$ cat config.mk
export PLATFORM = sky130hd
export DESIGN_NAME = reward_sprite_engine
export DESIGN_NICKNAME = d
export VERILOG_FILES = /design/src/rtl/reward_sprite_engine.sv
export SDC_FILE = /design/constraint.sdc
export NUM_CORES = 1
export LEC_CHECK = 0
export ABC_AREA = 0
export CAP_MARGIN = 0
export CORE_ASPECT_RATIO = 0.5
export CORE_MARGIN = 4
export CORE_UTILIZATION = 51
export CTS_CLUSTER_DIAMETER = 100
export DETAILED_ROUTE_END_ITERATION = 6
export GPL_ROUTABILITY_DRIVEN = 1
export PLACE_DENSITY = 0.77
export SLEW_MARGIN = 20
export SYNTH_ARGS = -nofsm -noshare
export SYNTH_HDL_FRONTEND = slang
export SYNTH_SLANG_ARGS = --single-unit
export TNS_END_PERCENT = 50
$ cat constraint.sdc
create_clock -name i_clk -period 4.5 [get_ports i_clk]
set_input_delay 0.675 -clock i_clk [delete_from_list [all_inputs] [get_ports i_clk]]
set_output_delay 0.675 -clock i_clk [all_outputs]
set_load 0.03 [all_outputs]
$ cat src/rtl/reward_sprite_engine.sv
// reward_sprite_engine
// --------------------
// Single-reward sprite layer for the VGA path. A place pulse loads one reward
// (grid position + type 1..3); the engine then renders a SPRITE x SPRITE bitmap
// read from a shared external synchronous ROM, tinted with the type's colour.
// The reward lives LIFE_FRAMES frames, blinks during its last BLINK_FRAMES
// frames and is retired on expiry (expired pulse) or when eaten (clear pulse).
// o_vga_data is meant to be OR-mixed downstream, so 0 means transparent.
//
// Control inputs are single-cycle pulses, no handshake: a pulse is consumed on
// the rising edge where it is high. Priority: effective place > clear > tick.
//
// Ports
//   i_clk            pixel clock
//   i_rst            synchronous, active-high reset
//   i_place          pulse: load a new reward (ignored when i_reward_type==0)
//   i_clear          pulse: reward eaten, remove it
//   i_frame_tick     pulse once per frame, outside active video
//   i_random_xpos/ypos  grid cell sampled on place
//   i_reward_type    1..3 sampled on place
//   i_vga_xpos/ypos  current pixel (stage 0)
//   o_rom_addr       (type-1)*SPRITE^2 + offset, registered at stage 1
//   i_rom_data       ROM bit, valid ROM_LAT cycles after o_rom_addr
//   o_vga_data       RGB444 pixel, ROM_LAT+2 cycles after its coordinates
//   o_active         reward present (SHOW or BLINK)
//   o_expired        one-cycle pulse when the lifetime runs out
//   o_state          debug view of the FSM state (0 IDLE, 1 SHOW, 2 BLINK)
module reward_sprite_engine #(
  parameter int          CELL         = 20,
  parameter int          ORIGIN_X     = 80,
  parameter int          ORIGIN_Y     = 80,
  parameter int          SPRITE       = 24,
  parameter int          ROM_LAT      = 1,
  parameter int          LIFE_FRAMES  = 600,
  parameter int          BLINK_FRAMES = 120,
  parameter int          BLINK_HALF   = 8,
  parameter logic [11:0] COLOR1       = 12'hFF0,
  parameter logic [11:0] COLOR2       = 12'h0F0,
  parameter logic [11:0] COLOR3       = 12'h0FF,
  localparam int         ADDR_W       = $clog2(3 * SPRITE * SPRITE)
) (
  input  logic              i_clk,
  input  logic              i_rst,
  input  logic              i_place,
  input  logic              i_clear,
  input  logic              i_frame_tick,
  input  logic [5:0]        i_random_xpos,
  input  logic [5:0]        i_random_ypos,
  input  logic [1:0]        i_reward_type,
  input  logic [10:0]       i_vga_xpos,
  input  logic [10:0]       i_vga_ypos,
  output logic [ADDR_W-1:0] o_rom_addr,
  input  logic              i_rom_data,
  output logic [11:0]       o_vga_data,
  output logic              o_active,
  output logic              o_expired,
  output logic [1:0]        o_state
);

  localparam int LIFE_W = $clog2(LIFE_FRAMES + 1);
  localparam int BH_W   = $clog2(BLINK_HALF + 1);

  typedef enum logic [1:0] {
    ST_IDLE  = 2'd0,
    ST_SHOW  = 2'd1,
    ST_BLINK = 2'd2
  } state_t;

  state_t            r_state;
  logic [LIFE_W-1:0] r_life;
  logic [BH_W-1:0]   r_blink_cnt;
  logic              r_phase;
  logic [1:0]        r_type;
  logic [5:0]        r_x;
  logic [5:0]        r_y;
  logic              r_active;
  logic              r_expired;

  logic [LIFE_W-1:0] w_life_dec;

  assign w_life_dec = r_life - LIFE_W'(1);

  // ---------------------------------------------------------------------------
  // Lifetime FSM
  // ---------------------------------------------------------------------------
  always_ff @(posedge i_clk) begin
    if (i_rst) begin
      r_state     <= ST_IDLE;
      r_life      <= '0;
      r_blink_cnt <= '0;
      r_phase     <= 1'b0;
      r_type      <= 2'd0;
      r_x         <= 6'd0;
      r_y         <= 6'd0;
      r_active    <= 1'b0;
      r_expired   <= 1'b0;
    end else begin
      r_expired <= 1'b0;
      if (i_place && (i_reward_type != 2'd0)) begin
        // Works from any state, so a place with a clear replaces the reward
        // and a coincident frame tick is dropped.
        r_state     <= ST_SHOW;
        r_x         <= i_random_xpos;
        r_y         <= i_random_ypos;
        r_type      <= i_reward_type;
        r_life      <= LIFE_W'(LIFE_FRAMES);
        r_blink_cnt <= '0;
        r_phase     <= 1'b0;
        r_active    <= 1'b1;
      end else if (i_clear && (r_state != ST_IDLE)) begin
        r_state  <= ST_IDLE;
        r_active <= 1'b0;
      end else if (i_frame_tick && (r_state != ST_IDLE)) begin
        r_life <= w_life_dec;
        if (w_life_dec == '0) begin
          r_state   <= ST_IDLE;
          r_active  <= 1'b0;
          r_expired <= 1'b1;
        end else if (r_state == ST_SHOW) begin
          if (w_life_dec == LIFE_W'(BLINK_FRAMES)) begin
            r_state     <= ST_BLINK;
            r_blink_cnt <= '0;
            r_phase     <= 1'b0;
          end
        end else begin
          // BLINK: the phase flips after every BLINK_HALF ticks spent here.
          if (r_blink_cnt == BH_W'(BLINK_HALF - 1)) begin
            r_blink_cnt <= '0;
            r_phase     <= ~r_phase;
          end else begin
            r_blink_cnt <= r_blink_cnt + BH_W'(1);
          end
        end
      end
    end
  end

  assign o_active  = r_active;
  assign o_expired = r_expired;
  assign o_state   = r_state;

  // ---------------------------------------------------------------------------
  // Stage 0: geometry, hit test, ROM offset, visibility and tint
  // ---------------------------------------------------------------------------
  logic [11:0]       w_cx;
  logic [11:0]       w_cy;
  logic [11:0]       w_left;
  logic [11:0]       w_top;
  logic [11:0]       w_vx;
  logic [11:0]       w_vy;
  logic [11:0]       w_dx;
  logic [11:0]       w_dy;
  logic              w_hit;
  logic [ADDR_W-1:0] w_offset;
  logic [ADDR_W-1:0] w_base;
  logic [ADDR_W-1:0] w_addr;
  logic              w_visible;
  logic [11:0]       w_color;

  assign w_cx   = {6'd0, r_x} * 12'(CELL) + 12'(ORIGIN_X);
  assign w_cy   = {6'd0, r_y} * 12'(CELL) + 12'(ORIGIN_Y);
  assign w_left = w_cx - 12'(SPRITE / 2);
  assign w_top  = w_cy - 12'(SPRITE / 2);
  assign w_vx   = {1'b0, i_vga_xpos};
  assign w_vy   = {1'b0, i_vga_ypos};
  assign w_dx   = w_vx - w_left;
  assign w_dy   = w_vy - w_top;

  assign w_hit = (w_vx >= w_left) && (w_vx < w_left + 12'(SPRITE)) &&
                 (w_vy >= w_top)  && (w_vy < w_top  + 12'(SPRITE));

  // dx/dy are below SPRITE whenever the address is actually used (on a hit).
  assign w_offset = ADDR_W'(w_dy) * ADDR_W'(SPRITE) + ADDR_W'(w_dx);
  assign w_base   = ADDR_W'(r_type - 2'd1) * ADDR_W'(SPRITE * SPRITE);
  assign w_addr   = w_base + w_offset;

  assign w_visible = w_hit && ((r_state == ST_SHOW) ||
                               ((r_state == ST_BLINK) && !r_phase));

  always_comb begin
    w_color = 12'h000;
    case (r_type)
      2'd1:    w_color = COLOR1;
      2'd2:    w_color = COLOR2;
      2'd3:    w_color = COLOR3;
      default: w_color = 12'h000;
    endcase
  end

  // ---------------------------------------------------------------------------
  // Stage 1 .. ROM_LAT+2: ROM address, visibility/tint delay line, output
  // ---------------------------------------------------------------------------
  // Entry [ROM_LAT] lines up with i_rom_data for the same pixel.
  logic [ROM_LAT:0] r_vis_d;
  logic [11:0]      r_col_d [0:ROM_LAT];
  logic [11:0]      r_vga_data;

  always_ff @(posedge i_clk) begin
    if (i_rst) begin
      o_rom_addr <= '0;
      r_vis_d    <= '0;
      r_vga_data <= 12'h000;
      for (int i = 0; i <= ROM_LAT; i++) begin
        r_col_d[i] <= 12'h000;
      end
    end else begin
      // Off-sprite pixels leave the address alone to avoid needless ROM toggles.
      if (w_hit) begin
        o_rom_addr <= w_addr;
      end
      r_vis_d[0] <= w_visible;
      r_col_d[0] <= w_color;
      for (int i = 1; i <= ROM_LAT; i++) begin
        r_vis_d[i] <= r_vis_d[i-1];
        r_col_d[i] <= r_col_d[i-1];
      end
      r_vga_data <= (r_vis_d[ROM_LAT] && i_rom_data) ? r_col_d[ROM_LAT] : 12'h000;
    end
  end

  assign o_vga_data = r_vga_data;

endmodule

Yosys cells after proc, flatten, opt, wreduce, memory -nomap -nowiden

Memories as Yosys holds them, arrays and structs flattened. A register that Yosys moved wholly into a read port is not among the register bits.
Cells that the tools add are included.

Flip-flop bits (word level): 46
RAM bits: 24
Input bits: 42
Output and inout bits: 27
Logic and storage cells: 110
Memories kept: 1

Memories:

| memory  | depth | bits a word | read ports | clocked after Yosys merged registers in | wr ports | RTL line | text |
|---|---|---|---|---|---|---|---|
| r_col_d | 2     | 12          | 2          | 1                                       | 2        | 195      | `logic [11:0] r_col_d [0:ROM_LAT];` |

Add/sub/neg operators: 13
Multiply operators: 4
Magnitude comparators: 4
Equality and inequality tests: 9
Muxes and demuxes: 26
Bitwise operators: 7
Reductions and logical operators: 33

Operator list:

| operator              | number |
|---|---|
| $pmux 12 s3           | 1 |
| $mux 10               | 3 |
| $add 11x7->12 const B | 2 |
| $add 12x5->12 const B | 2 |
| $ge 11x12->1          | 2 |
| $lt 11x12->1          | 2 |
| $mux 12               | 2 |
| $sub 12x4->12 const B | 2 |
| $add 11x11->11        | 2 |
| $sub 11x11->11        | 2 |
| $mul 6x3->9 const B   | 2 |
| $mux 1                | 14 |
| $mux 4                | 3 |
| $reduce_bool 2->1     | 6 |
| $mul 11x2->8 const B  | 1 |
| $mul 11x4->5 const B  | 1 |
| $eq 10x7->1 const B   | 1 |
| $logic_not 10->1      | 1 |
| $sub 10x1->10 const B | 1 |
| $logic_and 1x1->1     | 9 |
| $reduce_bool 4->1     | 2 |
| $eq 2x2->1 const B    | 3 |
| $mux 2                | 3 |
| $reduce_and 2->1      | 3 |
| 16 further kinds      | 26 |

Longest topological paths before layout

Word-level depth: 9
Mapped depth: 20
Mapped depth without buffers: 19

Least setup slack after synthesis

Ideal clock, no wire load.

Kind: reg2reg
Start: reg r_x[2]
End: reg o_rom_addr[10]
Setup time: 121 ps
Arrival time: 4,336 ps
Required time: 4,379 ps
Path slack: 43 ps
Stages on the path, launching flop included: 19
Path buffers: 1
Clock period less this slack: 4,457 ps
Cell sequence: dfxtp_1 -> ha_1 -> ha_1 -> buf_6 -> a21o_1 -> a211oi_1 -> nor2_1 -> xnor2_1 -> xor2_1 -> fa_1 -> inv_1 -> fa_1 -> xnor2_1 -> xnor2_1 -> xnor2_1 -> xnor3_1 -> xnor2_1 -> nor2_1 -> mux2_4

Cells in the longest elaborated chain, start to end: 8
Elaborated cells between the ends (all ways): 12
Those cells by class: 6 x add/sub; 1 x mul; 2 x order compare; 3 x reduce/logical

RTL lines:

| element                                                | RTL line | text |
|---|---|---|
| from (decl)                                            | 74       | `logic [5:0] r_x;` |
| from (signal assigned)                                 | 103      | `r_x <= i_random_xpos;` |
| $mul 6x3->9 *                                          | 160      | `assign w_cx = {6'd0, r_x} * 12'(CELL) + 12'(ORIGIN_X);` |
| $add 11x7->12 *                                        | 160      |  |
| $sub 12x4->12 *                                        | 162      | `assign w_left = w_cx - 12'(SPRITE / 2);` |
| branches (longest 5 deep; another with $sub 11x11->11) | -        |  |
| to (signal assigned)                                   | 209      | `o_rom_addr <= w_addr;` |
| to (decl)                                              | 52       | `output logic [ADDR_W-1:0] o_rom_addr,` |

Mark *: on every way between the ends.
A chain may end at the register's enable or synchronous reset.

Worst setup path after layout

Start: reg r_y[3]
End: reg o_rom_addr[10]

Cells in the longest elaborated chain, start to end: 7
Elaborated cells between the ends (all ways): 12
Those cells by class: 6 x add/sub; 2 x mul; 2 x order compare; 2 x reduce/logical

RTL lines:

| element                | RTL line | text |
|---|---|---|
| from (decl)            | 75       | `logic [5:0] r_y;` |
| from (signal assigned) | 104      | `r_y <= i_random_ypos;` |
| $mul 6x3->9 *          | 161      | `assign w_cy = {6'd0, r_y} * 12'(CELL) + 12'(ORIGIN_Y);` |
| $add 11x7->12 *        | 161      |  |
| $sub 12x4->12 *        | 163      | `assign w_top = w_cy - 12'(SPRITE / 2);` |
| $sub 11x11->11         | 167      | `assign w_dy = w_vy - w_top;` |
| $mul 11x2->8           | 173      | `assign w_offset = ADDR_W'(w_dy) * ADDR_W'(SPRITE) + ADDR_W'(w_dx);` |
| $add 11x11->11         | 173      |  |
| $add 11x11->11         | 175      | `assign w_addr = w_base + w_offset;` |

Every way passes the cells marked *; elsewhere a longest branch is shown, timed or not.

==> run metrics <==
Slowest Stage Delay on Critical Path 650 ps; final setup vio count 0; Vias 4609; IO Pins 69; fin area 6930 um^2; synth top area cells dfxtp_1 21%, ha_1 20%, xnor2_1 6.6%; Psw 1.01 mW; DR WL met3 417 um; Initial Util 52.2%; met2 WL 6160 um; H-Tree Depth 2; reg-to-reg slack, setup 70 ps; M1 WL 6100 um; worst ir drop on vdd 0.272 mV; Worst path slowest cell fa_2; Avg Inst Size Synth 8.56 um^2; Num CTS Buffers 5; sw frac 38.8%; RSZ-0062 raised after global routing yes; Highest Signal Layer met4; final period utilization 98.4%; crit path buf inv count 1; ant diodes 0; 1st-iter DRT viols 228; fmax 0.226 GHz; final hold viol count 0; register area 1110 um^2; layout cells sized above 1 17.6%; Global Route Usage Sum 19.1%; CTS tree built; Yosys top cell area share 20.7%; total grt overflow 0; first-pass GRT wire length 19500 um; Post-synth EDFFs 0; largest net degree at the start of global routing 54; CTS Root Cell clkbuf_16; Residual DRC 0; Lkg Pwr 2.90 nW; Hold Path Class flip-flop to flip-flop; antenna violations before repair 0; Die ar. 12200 um^2; Seq/Total Area, Yosys 20.7%; min Tclk post-route 4430 ps; total routed wirelength 12800 um; Post-DP HPWL 9500 um; Slew headroom 40.9%; Worst Path Required 4680 ps; vias in the first global route 4291; Core Box Area 10200 um^2; synth-to-layout area growth 30.3%; Final Max Tran Viols 0; logic gate share of total power 63.6%; synthesized cell area 5320 um^2; CP cell instances ha_4 -> ha_4 -> inv_1 -> fa_2 -> xor2_4 -> ha_4 -> xnor2_2 -> ha_1 -> xor2_1 -> fa_2 -> xnor2_2 -> xnor2_2 -> xnor2_1 -> xnor3_1 -> xnor2_1 -> nor2_1 -> mux2_4; Horiz. Die Dim 152 um; CP endpoint kind flip-flop; die height 80.2 um; routed len/inst 14.9 um; cell type with the largest total area after synthesis dfxtp_1; Via density 5.38; Syn. warnings 0; Filler cells 779; Sink Count 55; Top FF cell, synth dfxtp_1; routability cong. 0.881; Synth Instances 621; nets 856; Finished Layout Cells 857; Worst Tran Pin Value 886 ps; kind of cell adding the most delay to the critical path adder cells; remaining antenna violation count 0; Cell variety after synth 68; Syn Nets 761; row cnt 26; clock share of power 15.8%; # hold bufs at CTS 0; max_cap viols 0; area of the multi-input gates 4320 um^2; DR pass1 iterations 5; top post-synthesis cells by count 84 x ha_1, 55 x dfxtp_1, 52 x nand2_1, 44 x nor2_1, 42 x a21oi_1; clock skew 9.24 ps; startpoint types flip-flop; Sequential Power Share 20.6%; CTS Buffer Depth 2; Int Pwr 1.60 mW; Yosys reg bits 55; CP Max Fanout 3; clk slew on worst S/H paths 70 ps; CP Data Arrival Time 4610 ps; P per Cell Area 377 nW/um^2; FFs w/ async S/R, synth 0%; cell with the most instances after synthesis ha_1; Area after DPL 6340 um^2; worst skew pair latency 300 ps; status completed; dpl cells 846; kind of critical path flip-flop to flip-flop; port bufs 68
[layout by cell type (no fill, tap or decap), types with 7 or more instances in the layout]
cell type / synthesis / routed
ha_1: 84 / 67
clkdlybuf4s50_1: 0 / 64
nand2_1: 52 / 52
dfxtp_1: 55 / 49
buf_4: 9 / 46
nor2_1: 44 / 43
a21oi_1: 42 / 39
inv_1: 36 / 36
xnor2_1: 40 / 30
o21ai_0: 26 / 24
xor2_1: 20 / 16
nor2b_1: 17 / 16
nand2b_1: 16 / 15
ha_4: 0 / 15
nand3_1: 13 / 13
a21o_1: 11 / 11
fa_1: 14 / 11
xnor2_2: 0 / 10
o21a_1: 9 / 9
a211oi_1: 10 / 8
nor3_1: 8 / 8
and2_1: 8 / 8
a31oi_1: 7 / 7
[cell families after synthesis]
kind of cell | synth area share [%]
AND/OR/NAND/NOR | 18.1
flip-flops | 20.7
multiplexers | 2.97
adder cells (fa/ha/maj) | 25.0
buffers and inverters | 5.30
AO/OA/AOI/OAI | 17.3
XOR/XNOR | 10.6
[final timing paths]
path | depth (start not counted) | startpoint | end
setup / recovery | 17 | r_y[3] | o_rom_addr[10]
setup reg to reg | 17 | r_y[3] | o_rom_addr[10]
hold / removal | 1 | r_col_d[1][3] | o_vga_data[3]
hold reg to reg | 1 | r_col_d[1][3] | o_vga_data[3]
[power by group through the flow]
stage | clock network, mW | registers [mW] | logic, mW
3_3_place_gp | 0 | 0.543 | 1.43
2_1_floorplan | 0 | 0.562 | 1.02
4_1_cts | 0.422 | 0.533 | 1.53
3_5_place_dp | 0 | 0.544 | 1.48
6_report | 0.413 | 0.536 | 1.66
5_1_grt | 0.448 | 0.539 | 1.84
[area by class of cell]
| class | count | area share (%) |
|---|---|---|
| clock buffers | 6 | 2.01 |
| clock inverters | 2 | 0.289 |
| inverters | 36 | 1.95 |
| multi-input cells | 504 | 62.4 |
| flip-flops and latches | 55 | 16.0 |
| well taps | 140 | 2.53 |
| repair buffers | 114 | 14.7 |
[state kept, by name, indices dropped and copies added (netlist names)]
name / flops
r_phase: 1
r_type: 2
r_blink_cnt: 4
r_vis_d: 2
o_active: 1
r_x: 6
r_life: 10
r_col_d: 6
o_expired: 1
o_rom_addr: 11
r_y: 6
o_state: 2
o_vga_data: 3
[per-stage QoR]
step | hold WS (ps) | worst slack (ps) | total power [mW] | setup TNS [ps] | utilization [%]
after floorplan | 406 | 42.6 | 1.58 | 0 | -
after global placement | 419 | -246 | 1.98 | -246 | 62.3
after detailed placement | 411 | -391 | 2.03 | -434 | 62.3
after CTS | 442 | 13.0 | 2.48 | 0 | 64.3
after global routing | 467 | -94.7 | 2.82 | -180 | 68.0
final | 438 | 72.9 | 2.61 | 0 | 68.0
[per-layer routing]
| layer | track usage (%) | vias up |
|---|---|---|
| met5 | 0 | - |
| met4 | 3.14 | 0 |
| met3 | 3.23 | 13 |
| met2 | 32.7 | 76 |
| met1 | 26.1 | 2170 |
| li1 | - | 2350 |
[timing repair]
item,CTS,global route
cloned,0,0
pin swaps,7,17
buffers inserted,0,3
gates resized for setup,11,58
endpoints found under the setup margin,1,10
(Power assumes the default switching activity.)
